<file path="src/rtl/cpu_pkg.sv">
// Shared CPU definitions: ALU control codes, default datapath width, multiplier FSM states.
package cpu_pkg;

  localparam int unsigned XLEN_DEFAULT = 32;

  localparam logic [3:0] ALU_AND  = 4'b0000;
  localparam logic [3:0] ALU_OR   = 4'b0001;
  localparam logic [3:0] ALU_ADD  = 4'b0010;
  localparam logic [3:0] ALU_SLL  = 4'b0011;
  localparam logic [3:0] ALU_MUL  = 4'b0100;
  localparam logic [3:0] ALU_MULH = 4'b0101;
  localparam logic [3:0] ALU_SUB  = 4'b0110;
  localparam logic [3:0] ALU_XOR  = 4'b1000;
  localparam logic [3:0] ALU_SRL  = 4'b1010;
  localparam logic [3:0] ALU_SRA  = 4'b1011;
  localparam logic [3:0] ALU_INV  = 4'b1111;

  typedef enum logic [1:0] {
    MUL_IDLE = 2'b00,
    MUL_CALC = 2'b01,
    MUL_SIGN = 2'b10,
    MUL_DONE = 2'b11
  } mul_state_e;

endpackage

</file>
<file path="src/rtl/alu_mul_unit.sv">
// Multi-cycle shift-add multiplier (MUL/MULH) for the EX stage with start/busy/done handshake.
module alu_mul_unit
  import cpu_pkg::*;
#(
  parameter int unsigned XLEN = XLEN_DEFAULT
) (
  input  logic            clk,
  input  logic            rst_n,
  input  logic            start,
  input  logic [3:0]      alu_ctrl,
  input  logic [XLEN-1:0] op_a,
  input  logic [XLEN-1:0] op_b,
  input  logic            flush,
  output logic            busy,
  output logic            done,
  output logic [XLEN-1:0] result
);

  localparam int unsigned CNT_W = $clog2(XLEN);
  localparam int unsigned ACC_W = 2 * XLEN;

  mul_state_e         state;
  logic [CNT_W-1:0]   cnt;
  logic [ACC_W-1:0]   acc;
  logic [ACC_W-1:0]   mcand;
  logic [XLEN-1:0]    mplier;
  logic               sign_q;
  logic               hi_q;

  logic               accept_c;
  logic [XLEN-1:0]    abs_a_c;
  logic [XLEN-1:0]    abs_b_c;
  logic [ACC_W-1:0]   product_c;

  // Request qualification and operand magnitudes; |-2^(XLEN-1)| wraps to itself, which is the correct unsigned value.
  always_comb begin
    accept_c  = start && ((alu_ctrl == ALU_MUL) || (alu_ctrl == ALU_MULH)) &&
                ((state == MUL_IDLE) || (state == MUL_DONE));
    abs_a_c   = op_a[XLEN-1] ? (~op_a + XLEN'(1)) : op_a;
    abs_b_c   = op_b[XLEN-1] ? (~op_b + XLEN'(1)) : op_b;
    product_c = sign_q ? (~acc + ACC_W'(1)) : acc;
  end

  // FSM, counter and shift-add datapath; flush has priority over any request.
  always_ff @(posedge clk or negedge rst_n) begin
    if (!rst_n) begin
      state  <= MUL_IDLE;
      cnt    <= '0;
      acc    <= '0;
      mcand  <= '0;
      mplier <= '0;
      sign_q <= 1'b0;
      hi_q   <= 1'b0;
      busy   <= 1'b0;
      done   <= 1'b0;
      result <= '0;
    end else begin
      done <= 1'b0;
      if (flush) begin
        state <= MUL_IDLE;
        busy  <= 1'b0;
      end else begin
        case (state)
          MUL_IDLE, MUL_DONE: begin
            if (accept_c) begin
              mcand  <= {{XLEN{1'b0}}, abs_a_c};
              mplier <= abs_b_c;
              sign_q <= op_a[XLEN-1] ^ op_b[XLEN-1];
              hi_q   <= (alu_ctrl == ALU_MULH);
              cnt    <= CNT_W'(XLEN - 1);
              acc    <= '0;
              busy   <= 1'b1;
              state  <= MUL_CALC;
            end else begin
              state  <= MUL_IDLE;
            end
          end
          MUL_CALC: begin
            if (mplier[0]) begin
              acc <= acc + mcand;
            end
            mcand  <= mcand << 1;
            mplier <= mplier >> 1;
            cnt    <= cnt - CNT_W'(1);
            if (cnt == '0) begin
              state <= MUL_SIGN;
            end
          end
          MUL_SIGN: begin
            result <= hi_q ? product_c[ACC_W-1:XLEN] : product_c[XLEN-1:0];
            busy   <= 1'b0;
            done   <= 1'b1;
            state  <= MUL_DONE;
          end
          default: begin
            state <= MUL_IDLE;
            busy  <= 1'b0;
          end
        endcase
      end
    end
  end

endmodule

</file>
<file path="config.mk">
export PLATFORM = sky130hd
export DESIGN_NAME = alu_mul_unit
export DESIGN_NICKNAME = d
export VERILOG_FILES = /design/src/rtl/cpu_pkg.sv /design/src/rtl/alu_mul_unit.sv
export SDC_FILE = /design/constraint.sdc
export NUM_CORES = 1
export LEC_CHECK = 0
export BUFFER_PORTS_ARGS = -buffer_cell sky130_fd_sc_hd__buf_2
export CAP_MARGIN = 20
export CORE_ASPECT_RATIO = 0.7
export CORE_MARGIN = 2
export CORE_UTILIZATION = 30
export CTS_CLUSTER_SIZE = 8
export DETAILED_ROUTE_END_ITERATION = 8
export GPL_ROUTABILITY_DRIVEN = 0
export PLACE_DENSITY_LB_ADDON = 0.2
export SLEW_MARGIN = 30
export SYNTH_ARGS = -nofsm -noshare
export SYNTH_HDL_FRONTEND = slang
export SYNTH_SLANG_ARGS = --single-unit
export TNS_END_PERCENT = 20
</file>
<file path="constraint.sdc">
create_clock -name clk -period 6.93 [get_ports clk]
set_input_delay 0.693 -clock clk [delete_from_list [all_inputs] [get_ports clk]]
set_output_delay 0.693 -clock clk [all_outputs]
set_load 0.01 [all_outputs]
</file>
==> results of run 1 <==
logic make-up after synthesis:
kind of cell / Yosys count
compound gates: 574
xor+xnor: 172
fa+ha+maj: 71
buf+inv: 133
flops: 203
mux: 14
simple gates: 712
synthesized netlist by cell type (5+ instances only):
| master | number |
|---|---|
| a211oi_1 | 8 |
| a21o_1 | 27 |
| a21oi_1 | 157 |
| a22o_1 | 5 |
| a31oi_1 | 14 |
| and2_1 | 9 |
| and3_1 | 18 |
| buf_1 | 9 |
| clkbuf_1 | 92 |
| dfrtp_1 | 203 |
| ha_1 | 70 |
| inv_1 | 31 |
| mux2i_1 | 11 |
| nand2_1 | 339 |
| nand2b_1 | 12 |
| nand3_1 | 54 |
| nand4_1 | 22 |
| nor2_1 | 133 |
| nor2b_1 | 12 |
| nor3_1 | 23 |
| nor4_1 | 14 |
| o211ai_1 | 15 |
| o21a_1 | 12 |
| o21ai_0 | 222 |
| o21bai_1 | 13 |
| o221ai_1 | 9 |
| o31ai_1 | 34 |
| o41ai_1 | 18 |
| or2_2 | 13 |
| or3_1 | 17 |
| or4_1 | 26 |
| xnor2_1 | 64 |
| xor2_1 | 108 |
cell usage in the layout (no fill, tap or decap), types with 22 or more instances in the layout:
cell type / Yosys / routed
nor2_1: 133 / 133
a21o_1: 27 / 26
ha_1: 70 / 69
nor3_1: 23 / 23
xor2_1: 108 / 108
buf_2: 1 / 104
inv_1: 31 / 31
clkbuf_16: 0 / 29
o31ai_1: 34 / 34
dfrtp_1: 203 / 202
or4_1: 26 / 26
a21oi_1: 157 / 156
o21ai_0: 222 / 222
xnor2_1: 64 / 64
nand4_1: 22 / 22
nand3_1: 54 / 53
nand2_1: 339 / 339
worst paths after layout:
path	start	endpoint	slack, ns	depth (start not counted)
setup / recovery	acc[2]$_DFFE_PN0P_	result[7]$_DFFE_PN0P_	3.26	9
setup reg to reg	acc[2]$_DFFE_PN0P_	result[7]$_DFFE_PN0P_	3.26	9
hold / removal	rst_n	acc[6]$_DFFE_PN0P_	0.12	1
hold reg to reg	result[4]$_DFFE_PN0P_	result[4]$_DFFE_PN0P_	0.47	2
max in group asynchronous	rst_n	mcand[9]$_DFFE_PN0P_	5.51	3
min in group clk	alu_ctrl[0]	hi_q$_DFFE_PN0P_	0.41	2
flip-flops by register name, summed over array words and instances (netlist names):
signal / flops
state: 2
done: 1
mplier: 32
sign_q: 1
cnt: 5
busy: 1
mcand: 64
hi_q: 1
result: 32
acc: 64
layer usage:
| layer | vias to the layer above | wire [um] | global-route usage (%) | part of all wire, % |
|---|---|---|---|---|
| met3 | 61 | 3630 | 4.13 | 7.5 |
| met1 | 6441 | 26200 | 30.2 | 54 |
| li1 | 6832 | - | - | - |
| met4 | 8 | 821 | 3.25 | 1.7 |
| met5 | - | 53 | 0 | 0.11 |
| met2 | 421 | 17700 | 24.7 | 37 |
per-stage QoR:
step	total power (W)	utilization [%]	cells	hold WS (ns)	worst slack (ns)
detailed placement	0.00295	32.5	2558	0.467	3.34
global placement	0.00293	32.5	2558	0.448	3.35
finish	0.00423	34.2	2599	0.116	3.26
CTS	0.00425	34.1	2590	0.265	3.32
floorplan	0.00248	-	1879	0.397	3.71
global route	0.00451	34.2	2597	0.136	3.06
cell type report:
class                           instances  area share [%]
Sequential cell                       203            30.3
Timing Repair Buffer                  118            4.00
Clock buffer                           32            4.51
Multi-Input combinational cell       1543            55.5
Inverter                               31           0.693
Antenna cell                            7           0.104
Tap cell                              665            4.95
where the power goes:
part	switching, W	internal [W]	total, W
Combinational	0.000768	0.000480	0.00125
Clock	0.000531	0.000750	0.00128
Sequential	0.000264	0.00143	0.00170
==> metrics, run 1 <==
clock buffer depth=3; area occupied by multi-input gates=9320 sq um; Core Area=~50,000 sq um; Clock Latency Late Sink=0.56 ns; CP peak stage delay=0.65 ns; max cap viols=0; Hold Path Class=input pin to asynchronous set/reset pin; Worst slew margin=around 45%; clk sinks=203; Slew Viols, Final=0; total grt overflow=0; Crit Path Class=register to register; maximum net fanout on the critical path=7; area grow syn2layout=13.1%; Crit path required time=7.37 ns; register area share after synthesis=34.2%; DP Area=16,000 sq um; largest family of logic cells by synthesized area=compound AO/OA/AOI/OAI gates; main area contributors after synthesis=dfrtp_1, nand2_1, o21ai_0, xor2_1, ha_1; post-synthesis simple-gate area fraction=22.0%; post-DP HPWL=roughly 36,000 um; Syn Nets=slightly above 2,000; Final Instance Area=16,800 sq um; setup TNS=0 ns; GRT Overall Usage=18.7%; Syn Inst Count=1,879; final WL=~48,000 um; crit path DAT=around 4.1 ns; chip width=270 um; Fmax achieved=272 MHz; skew final=around 0.018 ns; layout cells sized above 1=a little under a tenth; DRT Pass-1 Iters=5; Netlist Area Pre-Place=roughly 15,000 sq um; crit path cell chain=nor4_1 -> nand4_1 -> or4_1 -> nor4_2 -> nand2b_1 -> o31ai_1 -> xor2_1 -> a21oi_1 -> a21o_1; Post-synth EDFFs=0; Synth area leader=dfrtp_1; number of synthesis warnings=0; fill count=5,203; synth unique cells=71; final hold violations=0; DRT antenna net count=0; IO Pins=approximately 110; Worst IR Drop VDD=0.175 mV; mux contribution to synthesized area=under 10%; hold_buf cts=0; DRC=0; Worst-Margin Slew=0.832 ns; DR WL/cell=18.6 um; Critical Path Start Type=register; Die Ht=190 um; row count=68; CP endpoint kind=register; WP buf/inv=0; # nets final=between 2,000 and 2,500; Iter 0 DRT Violations=roughly 1,100; post-synthesis register bit count=203; IO buf count=105; Crit path max-delay family=simple AND/OR/NAND/NOR gates; post-synth top area share=34.2%; setup violators final=0; status=complete, no violations; Final period util=53.0%; Clock Pin Slew Worst Setup and Hold Paths=0.05 ns; Vias=~14,000; CTS tree=built; Synth Area in Compound Gates=23.2%; Final min period=3.67 ns; H-tree Lvls=1; Initial Util=roughly 30%; Synth async-reset ratio=100%; Pwr Density=252 nW/um^2; setup bufs post-CTS=0; Synth Area in XOR/XNOR=10.1%; die area=51,300 sq um; RSZ-0062 raised after global routing=no; Adder-Cell Fraction of Synth Area=6.03%; root buffer cell=clkbuf_16; Reg area=5080 sq um; cts repair resizes=0; initial antenna violation count=12; slowest stage cell, crit path=or4_1; vias in the first global route=12,900; cts bufs inserted=29; main flop type after synthesis=dfrtp_1; DR vias/cell=between 5 and 6; first-pass GRT wire length=76,300 um; Synth Area per Inst=7.90 sq um; Static Leak=7.66 nW; largest net degree at the start of global routing=100
(Power assumes the default switching activity.)
==> inputs of run 2 (changes only) <==
clock period = 3.4 ns   (was 6.93 ns; I/O delays follow)
==> run 2 against run 1 <==
Critical path depth rose by 2. Via count is 3.0% higher. Largest cell class unchanged. Clock power rose by 100%. Die area is the same. Global-route usage rose by 0.61 points. Setup slack got worse by 3.1 ns. Sequential share of layout area down 1.4 points. Hold slack worse by 0.032 ns. Final area rose by 5.0%. Largest power group unchanged. Non-clock buffer count increased by 103. Wire length rose by 1.8%.
==> metrics, run 2 (synthesized netlist as in run 1, its figures left out) <==
status=complete, no violations (unchanged); Hold Path Class=input pin to register (was input pin to asynchronous set/reset pin); Final min period=3.27 ns (was 3.67 ns); met2 WL=18,700 um (was 17,700 um); Die Ht=190 um (unchanged); Metal-1 WL=26,400 um (was 26,200 um); setup TNS=0 ns (unchanged); area grow syn2layout=18.7% (was 13.1%); DRT Pass-1 Iters=6 (was 5); DRT antenna net count=0 (unchanged); Vias=14,200 (was 13,800); top routing layer used=met5 (unchanged); Iter 0 DRT Violations=1,233 (was 1,125); DR vias/cell=5.24 (was 5.30); Final WS setup=0.125 ns (was 3.26 ns); Critical Path Start Type=register (unchanged); Worst-Margin Slew=0.866 ns (was 0.832 ns); H-tree Lvls=1 (unchanged); IO buf count=105 (unchanged); largest net degree at the start of global routing=94 (was 100); Clock Pin Slew Worst Setup and Hold Paths=0.05 ns (about the same); initial antenna violation count=8 (was 12); Clk network pwr share=29.9% (was 30.3%); setup violators final=0 (unchanged); layout cells sized above 1=14.2% (was 9.44%); DR WL/cell=18.2 um (was 18.6 um); Cells after DPL=2,661 (was 2,558); DRC=0 (unchanged); root buffer cell=clkbuf_16 (unchanged); GRT Overall Usage=19.3% (was 18.7%); CP endpoint kind=register (unchanged); Core Area=49,100 sq um (unchanged); CTS tree=built (unchanged); Clock Latency Late Sink=0.57 ns (was 0.56 ns); final non-filler cell total=2,704 (was 2,599); total grt overflow=0 (unchanged); Worst IR Drop VDD=0.346 mV (was 0.175 mV); Net Switching=0.00322 W (was 0.00156 W); Hold WS=0.0836 ns (was 0.116 ns); final WL=49,300 um (was 48,400 um); slowest stage cell, crit path=a31oi_1 (was or4_1); skew final=0.0215 ns (was 0.0176 ns); Placement Setup Slack=0.0313 ns (was 3.34 ns); crit path DAT=3.70 ns (was 4.11 ns); Crit path required time=3.82 ns (was 7.37 ns); commonest non-fill, non-tap cell in the layout=nand2_1 (unchanged); clk sinks=203 (unchanged); clock buffer depth=3 (unchanged); row count=68 (unchanged); Switching Fraction=36.7% (was 37.0%); Static Leak=8.20 nW (was 7.66 nW); part of the power in combinational logic=31.2% (was 29.5%); Sequential Power Share=38.9% (was 40.2%); Pwr Density=497 nW/um^2 (was 252 nW/um^2); Crit Path Class=register to register (unchanged); metal3 WL=3550 um (was 3630 um); first-pass GRT wire length=78,900 um (was 76,300 um); setup bufs post-CTS=0 (unchanged); post-DP HPWL=38,800 um (was 36,400 um); CP peak stage delay=0.48 ns (was 0.65 ns); IO Pins=106 (unchanged); Fmax achieved=305 MHz (was 272 MHz); chip width=270 um (unchanged); fill count=5,192 (was 5,203); Worst slew margin=42.3% (was 44.5%); die area=51,300 sq um (unchanged); Pint=0.00555 W (was 0.00266 W); Top Registers=acc x64, mcand x64 (unchanged); max cap viols=0 (unchanged); commonest cells after routing, fill and taps aside=nand2_1, o21ai_0, dfrtp_1, a21oi_1, nor2_1 (unchanged); vias in the first global route=13,300 (was 12,900); final hold violations=0 (unchanged); crit path cell chain=ha_1 -> a21oi_1 -> nand2_1 -> o2111a_1 -> o21ai_0 -> buf_4 -> a21o_1 -> a21oi_1 -> a31oi_1 -> xor2_1 -> o21ai_0 (was nor4_1 -> nand4_1 -> or4_1 -> nor4_2 -> nand2b_1 -> o31ai_1 -> xor2_1 -> a21oi_1 -> a21o_1); maximum net fanout on the critical path=5 (was 7); Slew Viols, Final=0 (unchanged); Final period util=96.3% (was 53.0%); cts bufs inserted=29 (unchanged); # nets final=2,172 (was 2,069); Initial Util=30.3% (unchanged)
==> run 2: cell count changes in the layout (fill, tap and decap cells not counted), sizes merged <==
cell	previous run	this run
buf	117	218
inv	31	32
diode	7	6
clkbuf	33	35
dlygate4sd3	0	2
==> run 2: critical path, delay by kind of cell, from the launching register on <==
| family | cells | cell delay, ns |
|---|---|---|
| buffers and inverters | 1 | 0.20 |
| AOI/OAI and AO/OA | 7 | 1.80 |
| DFF | 1 | 0.43 |
| xor gates and xnor gates | 1 | 0.18 |
| adders and majority gates | 1 | 0.40 |
| and+or+nand+nor | 1 | 0.12 |
==> run 2: power groups by stage <==
stage                     sequential (W)  clock [W]  combinational, W
final                            0.00341    0.00262           0.00274
after CTS                        0.00341    0.00272           0.00270
after floorplan                  0.00328          0           0.00178
after global routing             0.00349    0.00282           0.00307
after global placement           0.00343          0           0.00267
after detailed placement         0.00345          0           0.00269
==> run 2: routing by layer <==
layer | vias to the layer above | global-route usage [%]
li1 | 7021 | -
met1 | 6713 | 31.4
met2 | 397 | 25.9
met3 | 43 | 3.79
met4 | 6 | 2.67
met5 | - | 0
==> run 2: cell type report <==
class                   instances  area, sq um  area share [%]
repair buffers                221         1460            8.28
clock buffers                  34          754            4.28
flip-flops and latches        203         5080            28.8
clock inverters                 1         8.76          0.0497
well taps                     665          832            4.72
inverters                      31          116           0.660
multi-input cells            1543         9360            53.1
diodes                          6         15.0          0.0852
==> run 2: through the flow <==
step	power, W	instance area (sq um)	util [%]
finish	0.00877	17600	35.9
global route	0.00938	17600	35.9
CTS	0.00883	17600	35.8
detailed placement	0.00614	16800	34.2
global placement	0.00610	16800	34.2
floorplan	0.00506	14900	-
==> run 2: path summary, 6_finish.rpt <==
path	start	end	slack (ns)	cells past startpoint
worst max-delay path	acc[4]$_DFFE_PN0P_	acc[59]$_DFFE_PN0P_	0.13	11
worst max register to register	acc[4]$_DFFE_PN0P_	acc[59]$_DFFE_PN0P_	0.13	11
worst min register to register	result[21]$_DFFE_PN0P_	result[21]$_DFFE_PN0P_	0.47	2
worst min-delay path	flush	state[1]$_DFFE_PN0P_	0.08	2
max in group asynchronous	rst_n	mplier[2]$_DFFE_PN0P_	2.20	3
min in group asynchronous	rst_n	result[28]$_DFFE_PN0P_	0.37	2
==> run 2: what timing repair did <==
action,in CTS,in global routing
hold endpoints to repair,75,0
hold buffers,2,0
resized for setup,0,11
endpoints found under the setup margin,0,17
==> inputs of run 3 (changes only) <==
clock period = 3.7 ns   (was 3.4 ns; I/O delays follow)
==> run 3 against run 2 <==
Wire length down 0.74%. Final cell count down 1.9%. First-iteration DRC count down 4.4%. Register-to-register slack better by 0.03 ns. Count of clock-buffer cells in the layout up 5. Setup slack better by 0.031 ns. Hold slack worse by 0.024 ns. Via count down 0.75%.
==> metrics, run 3 (synthesized netlist as in run 1, its figures left out) <==
commonest non-fill, non-tap cell in the layout=nand2_1 (unchanged); Vias=14,100 (was 14,200); Final period util=95.8% (was 96.3%); GRT Overall Usage=19.0% (was 19.3%); DRT Pass-1 Iters=5 (was 6); CTS tree=built (unchanged); area occupied by multi-input gates=9330 sq um (was 9360 sq um); setup violators final=0 (unchanged); IO buf count=105 (unchanged); Switching Fraction=36.3% (was 36.7%); final WL=48,900 um (was 49,300 um); final non-filler cell total=2,652 (was 2,704); IO Pins=106 (unchanged); reg2reg setup slack=0.16 ns (was 0.13 ns); crit path DAT=4.00 ns (was 3.70 ns); final hold violations=0 (unchanged); crit path cell chain=or4_4 -> or4_4 -> or4_1 -> nor4_4 -> nand2b_1 -> o31ai_1 -> xor2_1 -> a21oi_1 -> a21o_1 (was ha_1 -> a21oi_1 -> nand2_1 -> o2111a_1 -> o21ai_0 -> buf_4 -> a21o_1 -> a21oi_1 -> a31oi_1 -> xor2_1 -> o21ai_0); commonest cells after routing, fill and taps aside=nand2_1, o21ai_0, dfrtp_1, a21oi_1, nor2_1 (unchanged); DRT antenna net count=0 (unchanged); Clock Latency Late Sink=0.57 ns (about the same); cts bufs inserted=30 (was 29); Crit Path Class=register to register (unchanged); r2r worst-path depth=9 (was 11); Final Total Pwr=0.00818 W (was 0.00877 W); DR WL/cell=18.4 um (was 18.2 um); largest net degree at the start of global routing=89 (was 94); area grow syn2layout=16.1% (was 18.7%); Die Ht=190 um (unchanged); R2R Path Start=acc[15]$_DFFE_PN0P_ (was acc[4]$_DFFE_PN0P_); clock buffer depth=3 (unchanged); chip width=270 um (unchanged); first-pass GRT wire length=77,500 um (was 78,900 um); Worst IR Drop VDD=0.317 mV (was 0.346 mV); Crit path max-delay family=simple AND/OR/NAND/NOR gates (was compound AO/OA/AOI/OAI gates); Net Switching=0.00296 W (was 0.00322 W); DR vias/cell=5.31 (was 5.24); Hold Crit Start=alu_ctrl[0] (was flush); Static Leak=7.95 nW (was 8.20 nW); Sequential Power Share=38.4% (was 38.9%); Clk network pwr share=32.3% (was 29.9%); Iter 0 DRT Violations=1,179 (was 1,233); Pint=0.00521 W (was 0.00555 W); Critical Path Start Type=register (unchanged); H-tree Lvls=1 (unchanged); part of the power in combinational logic=29.3% (was 31.2%); RSZ-0062 raised after global routing=no; Final min period=3.54 ns (was 3.27 ns); # nets final=2,119 (was 2,172); max cap viols=0 (unchanged); Initial Util=30.3% (unchanged); fill count=5,170 (was 5,192); Slew Viols, Final=0 (unchanged); root buffer cell=clkbuf_16 (unchanged); Clock Pin Slew Worst Setup and Hold Paths=0.05 ns (about the same); status=complete, no violations (unchanged); Cells after DPL=2,608 (was 2,661); Final WS setup=0.156 ns (was 0.125 ns); reg-to-reg endpoint=result[7]$_DFFE_PN0P_ (was acc[59]$_DFFE_PN0P_); Crit path required time=4.15 ns (was 3.82 ns); row count=68 (unchanged); Reg area=5080 sq um (about the same); layout cells sized above 1=11.8% (was 14.2%); Fmax achieved=282 MHz (was 305 MHz); CP endpoint kind=register (unchanged); DRC=0 (unchanged); Worst-Margin Slew=0.847 ns (was 0.866 ns); vias in the first global route=13,300 (about the same); die area=51,300 sq um (unchanged); maximum net fanout on the critical path=5 (unchanged); post-DP HPWL=38,000 um (was 38,800 um); Core Area=49,100 sq um (unchanged); setup TNS=0 ns (unchanged); WP buf/inv=0 (was 1); skew final=0.0162 ns (was 0.0215 ns); Worst slew margin=43.4% (was 42.3%); Hold Path Class=input pin to register (unchanged); initial antenna violation count=7 (was 8); CP peak stage delay=0.63 ns (was 0.48 ns); Hold EP=hi_q$_DFFE_PN0P_ (was state[1]$_DFFE_PN0P_); Top Registers=acc x64, mcand x64 (unchanged); Placement Setup Slack=0.128 ns (was 0.0313 ns); most frequent CP cell=or4_4; total grt overflow=0 (unchanged); clk sinks=203 (unchanged); slowest stage cell, crit path=or4_1 (was a31oi_1); Pwr Density=474 nW/um^2 (was 497 nW/um^2); hold depth=2 (unchanged)
-- run 3: per-stage QoR --
stage / area [sq um] / util [%] / hold WS, ns
after floorplan: 14900 / - / 0.0744
after global placement: 16400 / 33.3 / 0.455
after detailed placement: 16400 / 33.3 / 0.455
after CTS: 17200 / 35.1 / 0.0305
after global routing: 17200 / 35.1 / 0.0423
final: 17200 / 35.1 / 0.0592
-- run 3: layer usage --
| layer | GRT usage, % | wire length [um] |
|---|---|---|
| met3 | 4.08 | 3550 |
| met2 | 25.4 | 18400 |
| met1 | 30.3 | 26100 |
| met4 | 3.78 | 801 |
| met5 | 0 | 44 |
-- run 3: final cells by class --
cell class                 count  area share (%)
timing repair buffer         167            5.88
antenna                        3          0.0435
clock inverter                 1           0.174
multi-input combinational   1543            54.1
sequential                   203            29.5
tap                          665            4.83
inverter                      31           0.675
clock buffer                  39            4.79
-- run 3: power by group through the flow --
stage	Clock [W]	Combinational, W	Sequential (W)
floorplan	0	0.00164	0.00301
global placement	0	0.00235	0.00316
detailed placement	0	0.00238	0.00317
CTS	0.00272	0.00239	0.00314
global route	0.00280	0.00269	0.00321
finish	0.00264	0.00240	0.00314
-- run 3: worst max-delay path by stage --
stage	start	end	cells after the start
after floorplan	acc[14]$_DFFE_PN0P_	result[28]$_DFFE_PN0P_	9
after global routing	acc[0]$_DFFE_PN0P_	acc[56]$_DFFE_PN0P_	13
after detailed placement	acc[12]$_DFFE_PN0P_	result[7]$_DFFE_PN0P_	9
after CTS	acc[12]$_DFFE_PN0P_	result[7]$_DFFE_PN0P_	9
after global placement	acc[12]$_DFFE_PN0P_	result[7]$_DFFE_PN0P_	9
final	acc[15]$_DFFE_PN0P_	result[7]$_DFFE_PN0P_	9
-- run 3: what timing repair did --
| item | in CTS | in global routing |
|---|---|---|
| setup endpoints to repair | 0 | 1 |
| gates resized for setup | 0 | 2 |
| buffers inserted | 0 | 0 |
| hold buffers | 1 | 0 |
| hold endpoints to repair | 76 | 0 |
